## config.mk

```make
export PLATFORM = sky130hd
export DESIGN_NAME = hazard_control_unit_flat
export DESIGN_NICKNAME = d
export VERILOG_FILES = /design/src/rtl/hazard_control_unit_if.sv /design/src/rtl/hazard_control_unit.sv /design/src/flat_wrapper.sv
export SDC_FILE = /design/constraint.sdc
export NUM_CORES = 1
export LEC_CHECK = 0
export CAP_MARGIN = 5
export CORE_UTILIZATION = 39
export CTS_BUF_LIST = sky130_fd_sc_hd__clkbuf_16
export DETAILED_ROUTE_END_ITERATION = 10
export DONT_BUFFER_PORTS = 1
export SLEW_MARGIN = 10
export SYNTH_ARGS = -nofsm -noshare
export SYNTH_HDL_FRONTEND = slang
export SYNTH_SLANG_ARGS = --single-unit
```

## constraint.sdc

```tcl
create_clock -name clk -period 6.8 [get_ports clk]
set_clock_uncertainty 0.2 [all_clocks]
set_input_delay 2.04 -clock clk [delete_from_list [all_inputs] [get_ports clk]]
set_output_delay 2.04 -clock clk [all_outputs]
set_load 0.05 [all_outputs]
```

## src/rtl/hazard_control_unit_if.sv

```systemverilog
// Decode-stage hazard bus between the pipeline and hazard_control_unit.
// The pipeline drives the in* signals; the hazard unit returns stall/nop/flush/halted.
interface hazard_control_unit_if;
    logic [2:0]  inRead1Register;
    logic [2:0]  inRead2Register;
    logic        inRead1Used;
    logic        inRead2Used;
    logic [2:0]  inWriteRegister;
    logic        inRegisterWrite;
    logic        inMemoryRead;
    logic        inHalt;
    logic        inValid;
    logic        inFlush;

    logic        stall;
    logic        nop;
    logic        flush;
    logic        halted;
    logic [15:0] stallCycles;

    // Observation of internal state: FSM state and the two scoreboard slots {valid, reg, load}.
    logic [1:0]  dbg_state_o;
    logic [4:0]  dbg_ex_o;
    logic [4:0]  dbg_mem_o;

    modport master (
        output inRead1Register, inRead2Register, inRead1Used, inRead2Used,
        output inWriteRegister, inRegisterWrite, inMemoryRead, inHalt, inValid, inFlush,
        input  stall, nop, flush, halted, stallCycles,
        input  dbg_state_o, dbg_ex_o, dbg_mem_o
    );

    modport slave (
        input  inRead1Register, inRead2Register, inRead1Used, inRead2Used,
        input  inWriteRegister, inRegisterWrite, inMemoryRead, inHalt, inValid, inFlush,
        output stall, nop, flush, halted, stallCycles,
        output dbg_state_o, dbg_ex_o, dbg_mem_o
    );
endinterface

```

## src/rtl/hazard_control_unit.sv

```systemverilog
// Hazard/stall/flush control with an EX/MEM shadow scoreboard and HALT drain FSM.
// Define HAZARD_FORWARDING_EN for the load-use-only hazard rule; undefined stalls on any RAW in EX or MEM.
module hazard_control_unit (
    input  logic                  clk,
    input  logic                  rst,
    hazard_control_unit_if.slave  bus
);
    typedef enum logic [1:0] {
        RUN    = 2'd0,
        DRAIN  = 2'd1,
        HALTED = 2'd2
    } state_e;

    state_e      state_q;
    logic [1:0]  drain_cnt_q;
    logic        halted_q;
    logic [15:0] stall_cnt_q;
    logic [15:0] stall_cnt_d;

    logic        ex_valid_q;
    logic [2:0]  ex_reg_q;
    logic        ex_load_q;
    logic        mem_valid_q;
    logic [2:0]  mem_reg_q;
    logic        mem_load_q;

    logic        ex_match;
    logic        data_hazard;
    logic        stall_c;
    logic        nop_c;
    logic        flush_c;
    logic        issue;

    always_comb begin
        ex_match = (bus.inRead1Used & ex_valid_q & (ex_reg_q == bus.inRead1Register)) |
                   (bus.inRead2Used & ex_valid_q & (ex_reg_q == bus.inRead2Register));
    end

`ifdef HAZARD_FORWARDING_EN
    // Only a load in EX cannot be forwarded in time.
    assign data_hazard = bus.inValid & ex_match & ex_load_q;
`else
    logic mem_match;

    always_comb begin
        mem_match = (bus.inRead1Used & mem_valid_q & (mem_reg_q == bus.inRead1Register)) |
                    (bus.inRead2Used & mem_valid_q & (mem_reg_q == bus.inRead2Register));
    end

    assign data_hazard = bus.inValid & (ex_match | mem_match);
`endif

    // Handshake: decode presents an instruction with inValid; it issues in the cycle where
    // inValid=1 and both stall and nop are low. A flush outranks a data hazard.
    always_comb begin
        stall_c = 1'b0;
        nop_c   = 1'b0;
        flush_c = 1'b0;
        if (!rst) begin
            if (state_q != RUN) begin
                stall_c = 1'b1;
                nop_c   = 1'b1;
            end else if (bus.inFlush) begin
                flush_c = 1'b1;
                nop_c   = 1'b1;
            end else if (data_hazard) begin
                stall_c = 1'b1;
                nop_c   = 1'b1;
            end
        end
    end

    assign issue = bus.inValid & ~stall_c & ~nop_c;

    always_ff @(posedge clk) begin
        if (rst) begin
            ex_valid_q  <= 1'b0;
            ex_reg_q    <= 3'd0;
            ex_load_q   <= 1'b0;
            mem_valid_q <= 1'b0;
            mem_reg_q   <= 3'd0;
            mem_load_q  <= 1'b0;
        end else begin
            ex_valid_q  <= issue & bus.inRegisterWrite;
            ex_reg_q    <= issue ? bus.inWriteRegister : 3'd0;
            ex_load_q   <= issue & bus.inMemoryRead;
            mem_valid_q <= ex_valid_q;
            mem_reg_q   <= ex_reg_q;
            mem_load_q  <= ex_load_q;
        end
    end

    always_ff @(posedge clk) begin
        if (rst) begin
            state_q     <= RUN;
            drain_cnt_q <= 2'd0;
            halted_q    <= 1'b0;
        end else begin
            case (state_q)
                RUN: begin
                    if (issue & bus.inHalt) begin
                        state_q     <= DRAIN;
                        drain_cnt_q <= 2'd0;
                    end
                end
                DRAIN: begin
                    if (drain_cnt_q == 2'd3) begin
                        state_q  <= HALTED;
                        halted_q <= 1'b1;
                    end else begin
                        drain_cnt_q <= drain_cnt_q + 2'd1;
                    end
                end
                HALTED: begin
                    halted_q <= 1'b1;
                end
                default: begin
                    state_q     <= RUN;
                    drain_cnt_q <= 2'd0;
                    halted_q    <= 1'b0;
                end
            endcase
        end
    end

    // Drain and halt stalls are intentional, so only RUN-state stalls are counted.
    always_comb begin
        stall_cnt_d = stall_cnt_q;
        if ((state_q == RUN) && stall_c && (stall_cnt_q != 16'hFFFF)) begin
            stall_cnt_d = stall_cnt_q + 16'd1;
        end
    end

    always_ff @(posedge clk) begin
        if (rst) begin
            stall_cnt_q <= 16'd0;
        end else begin
            stall_cnt_q <= stall_cnt_d;
        end
    end

    assign bus.stall       = stall_c;
    assign bus.nop         = nop_c;
    assign bus.flush       = flush_c;
    assign bus.halted      = halted_q & ~rst;
    assign bus.stallCycles = stall_cnt_q;
    assign bus.dbg_state_o = state_q;
    assign bus.dbg_ex_o    = {ex_valid_q, ex_reg_q, ex_load_q};
    assign bus.dbg_mem_o   = {mem_valid_q, mem_reg_q, mem_load_q};
endmodule

```

## src/flat_wrapper.sv

```systemverilog
// flat-port wrapper written by rule: the top's interface ports become plain ports
module hazard_control_unit_flat 
  (clk, rst, bus_inRead1Register, bus_inRead2Register, bus_inRead1Used, bus_inRead2Used, bus_inWriteRegister, bus_inRegisterWrite, bus_inMemoryRead, bus_inHalt, bus_inValid, bus_inFlush, bus_stall, bus_nop, bus_flush, bus_halted, bus_stallCycles, bus_dbg_state_o, bus_dbg_ex_o, bus_dbg_mem_o);
  hazard_control_unit_if bus_i ();
  input  logic clk;
  input  logic rst;
  input wire logic [$bits(bus_i.inRead1Register)-1:0] bus_inRead1Register;
  input wire logic [$bits(bus_i.inRead2Register)-1:0] bus_inRead2Register;
  input wire logic [$bits(bus_i.inRead1Used)-1:0] bus_inRead1Used;
  input wire logic [$bits(bus_i.inRead2Used)-1:0] bus_inRead2Used;
  input wire logic [$bits(bus_i.inWriteRegister)-1:0] bus_inWriteRegister;
  input wire logic [$bits(bus_i.inRegisterWrite)-1:0] bus_inRegisterWrite;
  input wire logic [$bits(bus_i.inMemoryRead)-1:0] bus_inMemoryRead;
  input wire logic [$bits(bus_i.inHalt)-1:0] bus_inHalt;
  input wire logic [$bits(bus_i.inValid)-1:0] bus_inValid;
  input wire logic [$bits(bus_i.inFlush)-1:0] bus_inFlush;
  output wire logic [$bits(bus_i.stall)-1:0] bus_stall;
  output wire logic [$bits(bus_i.nop)-1:0] bus_nop;
  output wire logic [$bits(bus_i.flush)-1:0] bus_flush;
  output wire logic [$bits(bus_i.halted)-1:0] bus_halted;
  output wire logic [$bits(bus_i.stallCycles)-1:0] bus_stallCycles;
  output wire logic [$bits(bus_i.dbg_state_o)-1:0] bus_dbg_state_o;
  output wire logic [$bits(bus_i.dbg_ex_o)-1:0] bus_dbg_ex_o;
  output wire logic [$bits(bus_i.dbg_mem_o)-1:0] bus_dbg_mem_o;
  assign bus_i.inRead1Register = bus_inRead1Register;
  assign bus_i.inRead2Register = bus_inRead2Register;
  assign bus_i.inRead1Used = bus_inRead1Used;
  assign bus_i.inRead2Used = bus_inRead2Used;
  assign bus_i.inWriteRegister = bus_inWriteRegister;
  assign bus_i.inRegisterWrite = bus_inRegisterWrite;
  assign bus_i.inMemoryRead = bus_inMemoryRead;
  assign bus_i.inHalt = bus_inHalt;
  assign bus_i.inValid = bus_inValid;
  assign bus_i.inFlush = bus_inFlush;
  assign bus_stall = bus_i.stall;
  assign bus_nop = bus_i.nop;
  assign bus_flush = bus_i.flush;
  assign bus_halted = bus_i.halted;
  assign bus_stallCycles = bus_i.stallCycles;
  assign bus_dbg_state_o = bus_i.dbg_state_o;
  assign bus_dbg_ex_o = bus_i.dbg_ex_o;
  assign bus_dbg_mem_o = bus_i.dbg_mem_o;
  hazard_control_unit u_core (.clk(clk), .rst(rst), .bus(bus_i));
endmodule
```

After elaboration in Yosys (flattened, before gate mapping)
Index checks and enable logic that the tools add are counted.
{"block": "totals", "register_bits": 31, "latchBits": 0, "ram_bits": 0, "mem_bits_ro": 0, "input_bits": 18, "wordCells": 73, "mem_count": 0}
{"block": "classes", "n_addsub": 2, "mul": 0, "div": 0, "n_lt_le_gt_ge": 0, "eq_ne": 11, "n_shift": 0, "n_mux": 18, "bitwise": 24, "reduce_logical": 8}
{"cell": "$add A16 B1 Y16 const B", "n": 1}
{"cell": "$ne A16 B16 Y1 const B", "n": 1}
{"cell": "$and A1 B1 Y1", "n": 15}
{"cell": "$eq A3 B3 Y1", "n": 4}
{"cell": "$pmux W2 S3", "n": 2}
{"cell": "$mux W1", "n": 11}
{"cell": "$mux W2", "n": 4}
{"cell": "$not A1 Y1", "n": 6}
{"cell": "$reduce_and A3 Y1", "n": 2}
{"cell": "$eq A2 B2 Y1 const B", "n": 2}
{"cell": "$ne A2 B1 Y1 const B", "n": 2}
{"cell": "$or A1 B1 Y1", "n": 3}
{"cell": "$pmux W1 S3", "n": 1}
{"cell": "$add A2 B1 Y2 const B", "n": 1}
{"cell": "$eq A2 B1 Y1 const B", "n": 1}
{"cell": "$logic_and A1 B1 Y1", "n": 2}
{"cell": "$logic_not A2 Y1", "n": 1}
{"cell": "$ne A2 B2 Y1 const B", "n": 1}
{"cell": "$reduce_and A2 Y1", "n": 1}
{"cell": "$reduce_bool A2 Y1", "n": 1}
{"cell": "$reduce_or A2 Y1", "n": 1}

Longest topological paths before layout
Gate-level depths: netlist of the first run.
{"block": "logic_depth", "ltp_word": 15, "depth_mapped": 8, "depth_no_buf": 7}

Least setup slack after synthesis of the first run
No wires, ideal clock.
{"block": "synth_path", "path_kind": "input to output", "startpoint": "input port bus_inRead1Register[2]", "endpoint": "output port bus_nop", "t_arrival_ns": 3.716, "required_time_ns": 4.560, "path_slack_ns": 0.844, "stages": 7, "path_buffers": 2, "path_cell_list": "xor2_1 nor4_1 or4_1 buf_6 buf_6 nand2_1 a31oi_1"}
{"block": "synth_via", "elab_chain_cells": 9}
{"element": "start, declared", "line_no": "flat_wrapper.sv:7", "rtl": "input wire logic [$bits(bus_i.inRead1Register)-1:0] bus_inRead1Register;"}
{"element": "$eq A3 B3 Y1, on equally long branches", "line_no": "hazard_control_unit.sv:35, hazard_control_unit.sv:46"}
{"element": "$and A1 B1 Y1, on equally long branches", "line_no": "hazard_control_unit.sv:35, hazard_control_unit.sv:46"}
{"element": "$or A1 B1 Y1, on equally long branches", "line_no": "hazard_control_unit.sv:35, hazard_control_unit.sv:46"}
{"element": "$or A1 B1 Y1 *", "line_no": "hazard_control_unit.sv:50", "rtl": "assign data_hazard = bus.inValid & (ex_match | mem_match);"}
{"element": "$and A1 B1 Y1 *", "line_no": "hazard_control_unit.sv:50"}
{"element": "$mux W1 *", "line_no": "hazard_control_unit.sv:66", "rtl": "end else if (data_hazard) begin"}
{"element": "$mux W1 *", "line_no": "hazard_control_unit.sv:63", "rtl": "end else if (bus.inFlush) begin"}
{"element": "$mux W1 *", "line_no": "hazard_control_unit.sv:60", "rtl": "if (state_q != RUN) begin"}
{"element": "$mux W1 *", "line_no": "hazard_control_unit.sv:59", "rtl": "if (!rst) begin"}
{"element": "end, declared", "line_no": "flat_wrapper.sv:18", "rtl": "output wire logic [$bits(bus_i.nop)-1:0] bus_nop;"}
Every way passes the cells marked *; elsewhere a longest branch is shown, timed or not.

Worst setup path in the final report of the first run
{"block": "layout_path", "startpoint": "input port bus_inRead1Register[1]", "endpoint": "output port bus_nop"}
The elaborated chain is that of the path after synthesis.

==> impl_metrics.yaml, run 1 <==
routing:
  routed_via_density: 5.39
  drt_pre_antenna_iters: 4
  ant_nets: 0
  drc_errors: 0
  wl_um: 3340
  drtIter0Drc: 30
  routedWlPerCell_um: 14.5
  num_vias: 1246
clock_network:
  cts_root_buffer: "clkbuf_16"
  clock_latency_ps: 270
  cts-hold-fix-buffers: 0
  cts_tree: "yes"
  cts_setup_buffers: 0
  clockBufferDepth: 2
  cts_buffers: 5
  cts_max_level: 2
  cts.sinks: 31
  clk_pin_slew_ps: 50
  post_cts_resized: 0
synthesis:
  synth_area_um2: 1580
  synth_top_area_share_pct: 39.2
  synth_edf_count: 0
  async_flop_share_pct: 0
  synth-seq-area-share_pct: 39.2
  yosysTopAreaCell: "dfxtp_1"
  synth_cell_types: 34
  synthCells: 182
  synth.net_count: 205
  yosys_register_bits: 31
  ys_warn_count: 0
  synth.avg_cell_area_um2: 8.70
  synth_ff_type: "dfxtp_1"
  synth_area_leaders: "dfxtp_1 (39%), xor2_1 (13%), nand3_1 (5.1%), ha_1 (4.0%), nor2_1 (3.8%)"
placed_design:
  portBuffers: 0
  place_hpwl_um: 2390
  dpl_cell_area_um2: 1600
  post-place-cells: 223
  place_ws_ps: 1190
  place_congestion: 0.757
die:
  die-width_um: 65.7
  fp.dieArea_um2: 4320
  ioPinCount: 50
  core_area_um2: 3770
  start_util_pct: 42.0
  fp.dieH_um: 65.7
  rows: 22
hold_path:
  min_from: "u_core.halted_q"
  hold_path.class: "reg2reg"
  hold_depth: 2
  hold_end: "u_core.halted_q"
critical_path:
  r2r_setup_slack_ps: 3640
  cp.arrival_ps: 3380
  worstPathCellList: "xor2_1, nor4_1, or4_1, buf_4, nand2_1, a31oi_1, buf_4"
  r2r_start: "u_core.bus.dbg_state_o[1]"
  critPathLaunch: "bus_inRead1Register[1]"
  cp_num_buf_inv: 2
  path_delay_family: "simple AND/OR/NAND/NOR gates"
  slowest_delay_ps: 520
  crit_path_top_delay_cell: "or4_1"
  r2r_cells: 7
  critPathLaunchType: "primary input"
  worstPathRequired_ps: 4560
  crit_fanout: 18
  path_class: "in2out"
  r2r_end: "u_core.bus.stallCycles[15]"
  crit_path_frequent_cell: "buf_4"
  crit_path_end_kind: "output port"
final_layout:
  postLayoutCoreUtil_pct: 46.1
  area_delta_synth_final_pct: 9.80
  final_area_um2: 1740
  layout_common_cells: "dfxtp_1 (31), xor2_1 (23), nand3_1 (16), nor2_1 (16), nand2_1 (12)"
  final_layout_size_suffix_gt1_share_pct: 8.20
  nets: 205
  stdcell_count: 231
  layout_commonest_cell: "dfxtp_1"
  antenna_cells: 0
power_and_ir_drop:
  leakagePower_nw: 0.708
  ir_drop_uv: 95.0
  design_power_total_mw: 0.456
  powerDensity_nw_per_um2: 262
global_routing:
  grt_max_degree: 29
  antenna_found_initial: 0
  grt_pass1_vias: 1197
  grt_overflow: 0
  grt_pass1_wl_um: 5380
  grt.total_usage_pct: 16.5
sta:
  layout_min_cycle_time_ps: 5620
  slew_viol_final: 0
  min_period_over_period_pct: 82.6
  finalSetupTns_ps: 0
  setup_slack_ps: 1180
  setup-violations-final: 0
  hold_ws_ps: 271
  rsz0062_at_grt: "no"
  max_freq_mhz: 178
  slew_headroom_pct: 22.6
  tightest_slew_ps: 1160
  hold_viol: 0
status:
  status: "finished clean"
flow_run:
  drv_cap: 0
==> state kept, by name, summed over array words and instances, names as in the netlist <==
| signal | flops |
|---|---|
| u_core.bus.stallCycles | 16 |
| u_core.ex_reg_q | 3 |
| u_core.mem_reg_q | 3 |
| u_core.bus.dbg_state_o | 2 |
| u_core.drain_cnt_q | 2 |
| u_core.ex_load_q | 1 |
| u_core.ex_valid_q | 1 |
| u_core.halted_q | 1 |
| u_core.mem_load_q | 1 |
| u_core.mem_valid_q | 1 |
==> cell usage after synthesis, types with 4 or more instances <==
cell type   n
a31oi_1     4
nor4_1      4
and3_1      9
buf_4       4
ha_1        5
nand3_1    16
nor2_1     16
nor3_1      5
inv_1       5
dfxtp_1    31
and2_1      5
nand2_1    12
nor2b_1     9
xor2_1     23
a21oi_1     5
==> metal layers <==
layer	wire length [um]	global-route usage (%)
met4	47	7.61
met3	245	4.86
met5	0	0
met1	1490	19.9
met2	1550	26.7
==> worst max-delay path by stage <==
stage	to	slack (ps)	cells past startpoint
detailed placement	bus_nop	1190	7
finish	bus_nop	1180	7
floorplan	bus_nop	840	7
global placement	bus_nop	1220	7
CTS	bus_nop	1170	7
global route	bus_nop	1100	7
==> power breakdown <==
group	total (mW)	switching, mW	leakage (nW)	internal, mW
logic	0.0488	0.0303	0.382	0.0185
registers	0.201	0.0151	0.250	0.186
clock network	0.206	0.0739	0.0762	0.132
==> layout make-up <==
class	count	area, um^2
multi-input cells	134	867
flip-flops and latches	31	621
repair buffers	4	30.0
fillers	371	2030
inverters	6	22.5
clock inverters	3	12.5
well taps	48	60.1
clock buffers	5	125
==> cell families after synthesis <==
group	synth area share, %
XOR/XNOR	13.3
multiplexers	1.26
AND/OR/NAND/NOR	30.1
AO/OA/AOI/OAI	6.17
buffers and inverters	6.01
flip-flops	39.2
adder cells (fa/ha/maj)	3.95
==> worst reg2reg max path, delay by kind of cell (launching register included) <==
family                     cells  cell delay (ps)
AOI/OAI and AO/OA              1              880
adders and majority gates      1              300
buffers and inverters          1              170
and+or+nand+nor                4             1050
DFF                            1              500
No activity file was read; power rests on OpenSTA's default activity.
==> run 2: changes to the inputs <==
- clock period: 6.8 -> 5.1 ns (I/O delays scaled with it)
==> run 2 against run 1 <==
Sequential cell count did not move. Clock power is 30% higher. Design area up 0.65%.
==> impl_metrics.yaml, run 2 (synthesis results as in run 1) <==
critical_path:
  critPathLaunch: "bus_inRead1Register[2]"
  worstPathRequired_ps: 3370
  path_class: "in2out"
  worstPathCellList: "xor2_1, nor4_1, or4_1, nand2_1, a31oi_1, buf_4"
  crit_path_end: "bus_nop"
  cp.depth: 6
  r2r_end: "u_core.drain_cnt_q[0]"
  r2r_setup_slack_ps: 2490
  critPathLaunchType: "primary input"
  r2r_cells: 7
  cp.arrival_ps: 2730
  cp_num_buf_inv: 1
  crit_path_top_delay_cell: "or4_1"
  path_delay_family: "simple AND/OR/NAND/NOR gates"
  r2r_start: "u_core.ex_reg_q[1]"
  crit_path_end_kind: "output port"
  crit_fanout: 3
  slowest_delay_ps: 610
sta:
  rsz0062_at_grt: "no"
  max_freq_mhz: 224
  slew_viol_final: 0
  layout_min_cycle_time_ps: 4460
  slew_headroom_pct: 50.5
  setup_slack_ps: 636
  setup-violations-final: 0
  hold_ws_ps: 308
  tightest_slew_ps: 742
  hold_viol: 0
  min_period_over_period_pct: 87.5
  finalSetupTns_ps: 0
placed_design:
  place_ws_ps: 644
  place_hpwl_um: 2530
  place_congestion: 0.742
  portBuffers: 0
  post-place-cells: 225
routing:
  drt_pre_antenna_iters: 4
  ant_nets: 0
  num_vias: 1290
  wl_um: 3440
  routedWlPerCell_um: 14.8
  drc_errors: 0
  drtIter0Drc: 43
  routed_via_density: 5.56
final_layout:
  final_layout_size_suffix_gt1_share_pct: 9.24
  layout_commonest_cell: "dfxtp_1"
  largest_reg_flops: 16
  layout_common_cells: "dfxtp_1 (31), xor2_1 (23), nand3_1 (16), nor2_1 (16), nand2_1 (12)"
  nets: 207
  stdcell_count: 232
  area_delta_synth_final_pct: 10.5
  antenna_cells: 0
clock_network:
  cts.sinks: 31
  cts_setup_buffers: 0
  cts_max_level: 2
  cts_tree: "yes"
  cts_root_buffer: "clkbuf_16"
  cts-hold-fix-buffers: 0
  clk_pin_slew_ps: 40
  cts_buffers: 5
  clock_latency_ps: 270
  clockBufferDepth: 2
  post_cts_resized: 0
die:
  rows: 22
  fp.dieH_um: 65.7
  core_area_um2: 3770
  ioPinCount: 50
  fp.dieArea_um2: 4320
  die-width_um: 65.7
  start_util_pct: 42.0
global_routing:
  grt_max_degree: 29
  grt_overflow: 0
  grt_pass1_vias: 1286
  grt.total_usage_pct: 17.1
  grt_pass1_wl_um: 5550
  antenna_found_initial: 0
status:
  status: "finished clean"
power_and_ir_drop:
  ir_drop_uv: 147
  powerDensity_nw_per_um2: 344
  leakagePower_nw: 0.710
flow_run:
  drv_cap: 0
hold_path:
  hold_path.class: "reg2reg"
[run 2: cell count changes in the layout (fill, tap and decap cells not counted), sizes merged]
cell,before,now
buf,4,6
clkinv,1,2
inv,8,6
[run 2: worst min-delay path by stage]
stage                          start               endpoint  slack [ps]  cells past startpoint
2_1_floorplan       u_core.ex_load_q      u_core.mem_load_q         240                      1
3_3_place_gp         u_core.halted_q        u_core.halted_q         260                      2
3_5_place_dp         u_core.halted_q        u_core.halted_q         300                      2
4_1_cts              u_core.halted_q        u_core.halted_q         310                      2
5_1_grt              u_core.halted_q        u_core.halted_q         340                      2
6_report       u_core.drain_cnt_q[1]  u_core.drain_cnt_q[1]         310                      2
[run 2: cell type report]
type	count	area, um^2
Tap cell	48	60.1
Multi-Input combinational cell	134	867
Fill cell	361	2020
Clock inverter	2	8.76
Timing Repair Buffer	6	45.0
Sequential cell	31	621
Clock buffer	5	125
Inverter	6	22.5
[run 2: stage by stage]
step,utilization [%],instance area [um^2],power (mW)
floorplan,-,1580,0.328
global placement,42.8,1620,0.337
detailed placement,42.8,1620,0.338
CTS,46.4,1750,0.610
global route,46.4,1750,0.628
finish,46.4,1750,0.602
[run 2: layer usage]
layer  up-vias  track usage (%)  share of wire, %
met5         -                0                 0
li1        619                -                 -
met4         0             8.15               1.7
met1       611             18.5                41
met3         6             7.12               9.1
met2        54             28.6                48
[run 2: worst min-delay path, stage by stage, from the launching register on]
cell      delay, ps
dfxtp_1         320
nand2b_1         70
a31oi_1          70
[run 2: report_power, final]
part	internal [mW]	leakage, nW	total (mW)	switching [mW]
combinational	0.0254	0.393	0.0650	0.0396
sequential	0.249	0.250	0.269	0.0205
clock	0.174	0.0671	0.267	0.0933
total	0.448	0.710	0.602	0.153
==> run 3: changes to the inputs <==
--- a/config.mk
+++ b/config.mk
@@ -11,4 +11,5 @@
 export DETAILED_ROUTE_END_ITERATION = 10
 export DONT_BUFFER_PORTS = 1
+export PLACE_DENSITY = 0.66
 export SLEW_MARGIN = 10
 export SYNTH_ARGS = -nofsm -noshare
==> constraint.sdc (replaced) <==
create_clock -name clk -period 5.1 [get_ports clk]
set_clock_uncertainty 0.2 [all_clocks]
set_input_delay 0.51 -clock clk [delete_from_list [all_inputs] [get_ports clk]]
set_output_delay 0.51 -clock clk [all_outputs]
set_load 0.05 [all_outputs]
==> run 3 against run 2 <==
Worst setup slack gained 780 ps. First-iteration DRC count down 21%. Sequential cell count unchanged. Utilization down 0.90 points. Clock power increased by 2%. Final cell count decreased by 1.7%. Largest cell class unchanged.
==> impl_metrics.yaml, run 3 (synthesis results as in run 1) <==
global_routing:
  grt.total_usage_pct: 16.4
  antenna_found_initial: 0
  grt_overflow: 0
  grt_pass1_wl_um: 5190
  grt_max_degree: 29
  grt_pass1_vias: 1108
hold_path:
  hold_end: "u_core.mem_load_q"
  hold_depth: 1
  hold_path.class: "in2reg"
  min_from: "rst"
routing:
  routedWlPerCell_um: 14.0
  drc_errors: 0
  drt_pre_antenna_iters: 4
  drtIter0Drc: 34
  wl_um: 3180
  ant_nets: 0
  num_vias: 1199
  routed_via_density: 5.26
placed_design:
  portBuffers: 0
  place_hpwl_um: 2240
  place_ws_ps: 1720
  place_congestion: 0.780
final_layout:
  antenna_cells: 0
  area_delta_synth_final_pct: 8.38
  final_layout_size_suffix_gt1_share_pct: 6.67
  layout_commonest_cell: "dfxtp_1"
  largest_reg_flops: 16
  layout_common_cells: "dfxtp_1 (31), xor2_1 (23), nand3_1 (16), nor2_1 (16), nand2_1 (12)"
  nets: 202
critical_path:
  critPathLaunchType: "flop"
  path_delay_family: "simple AND/OR/NAND/NOR gates"
  slowest_delay_ps: 890
  r2r_cells: 7
  crit_path_end_kind: "output port"
  r2r_setup_slack_ps: 2110
  crit_path_top_delay_cell: "a31oi_1"
  path_class: "reg2out"
  worstPathRequired_ps: 4390
  r2r_start: "u_core.bus.dbg_state_o[0]"
  r2r_end: "u_core.bus.stallCycles[15]"
  crit_fanout: 18
  cp_num_buf_inv: 0
  worstPathCellList: "xor2_1, nor4_1, or4_1, nand2_1, a31oi_1"
  cp.arrival_ps: 2970
flow_run:
  drv_cap: 0
sta:
  tightest_slew_ps: 1160
  finalSetupTns_ps: 0
  setup-violations-final: 0
  min_period_over_period_pct: 72.2
  max_freq_mhz: 271
  slew_headroom_pct: 22.2
  slew_viol_final: 0
  layout_min_cycle_time_ps: 3680
  rsz0062_at_grt: "no"
  hold_viol: 0
  setup_slack_ps: 1420
die:
  ioPinCount: 50
  core_area_um2: 3770
  rows: 22
  die-width_um: 65.7
  fp.dieArea_um2: 4320
  fp.dieH_um: 65.7
  start_util_pct: 42.0
clock_network:
  cts_buffers: 5
  clock_latency_ps: 270
  cts_root_buffer: "clkbuf_16"
  cts_tree: "yes"
  clk_pin_slew_ps: 50
  cts-hold-fix-buffers: 0
  cts_max_level: 2
  post_cts_resized: 0
  cts_setup_buffers: 0
  clockBufferDepth: 2
  cts.sinks: 31
status:
  status: "finished clean"
power_and_ir_drop:
  powerDensity_nw_per_um2: 351
  ir_drop_uv: 128
  leakagePower_nw: 0.693
run 3: changes by cell type in the layout (fill, tap and decap cells not counted), sizes merged:
| cell | delta |
|---|---|
| buf | -5 |
| clkinv | -1 |
| inv | +2 |
run 3: worst register-to-register path, cell delays in order, from the launching register on:
cell,delay (ps)
dfxtp_1,490
inv_1,160
ha_1,260
nand3_1,150
a31oi_1,820
nand2_1,260
or4_1,520
nand2_1,60
run 3: worst max-delay path by stage:
| stage | endpoint | cells past startpoint | from |
|---|---|---|---|
| after global placement | bus_nop | 5 | u_core.mem_reg_q[2] |
| final | bus_nop | 5 | u_core.ex_reg_q[2] |
| after CTS | bus_nop | 5 | u_core.mem_reg_q[2] |
| after global routing | bus_nop | 5 | u_core.mem_reg_q[2] |
| after floorplan | bus_nop | 7 | u_core.ex_reg_q[2] |
| after detailed placement | bus_nop | 5 | u_core.mem_reg_q[2] |
run 3: final cells by class:
type                       instances  area, um^2
tap                               48        60.1
timing repair buffer               1        7.51
sequential                        31         621
clock inverter                     3        12.5
inverter                           6        22.5
multi-input combinational        134         867
clock buffer                       5         125
fill                             379        2060
run 3: per-layer routing:
layer	up-vias	wire (um)	track usage [%]
met3	4	266	6.94
met1	535	1460	19.9
met5	-	0	0
li1	611	-	-
met2	49	1420	24.5
met4	0	42	8.15
run 3: where the power goes:
group	switching, mW	internal (mW)
Combinational	0.0376	0.0221
Clock	0.0976	0.176
Sequential	0.0199	0.248
run 3: per-stage QoR:
stage          utilization [%]  instances  hold slack [ps]  area, um^2  power [mW]
2_1_floorplan                -        182              239        1580       0.328
3_3_place_gp              41.8        220              264        1580       0.333
3_5_place_dp              41.8        220              266        1580       0.333
4_1_cts                   45.5        228             96.4        1720       0.610
5_1_grt                   45.5        228             92.4        1720       0.631
6_report                  45.5        228              106        1720       0.601
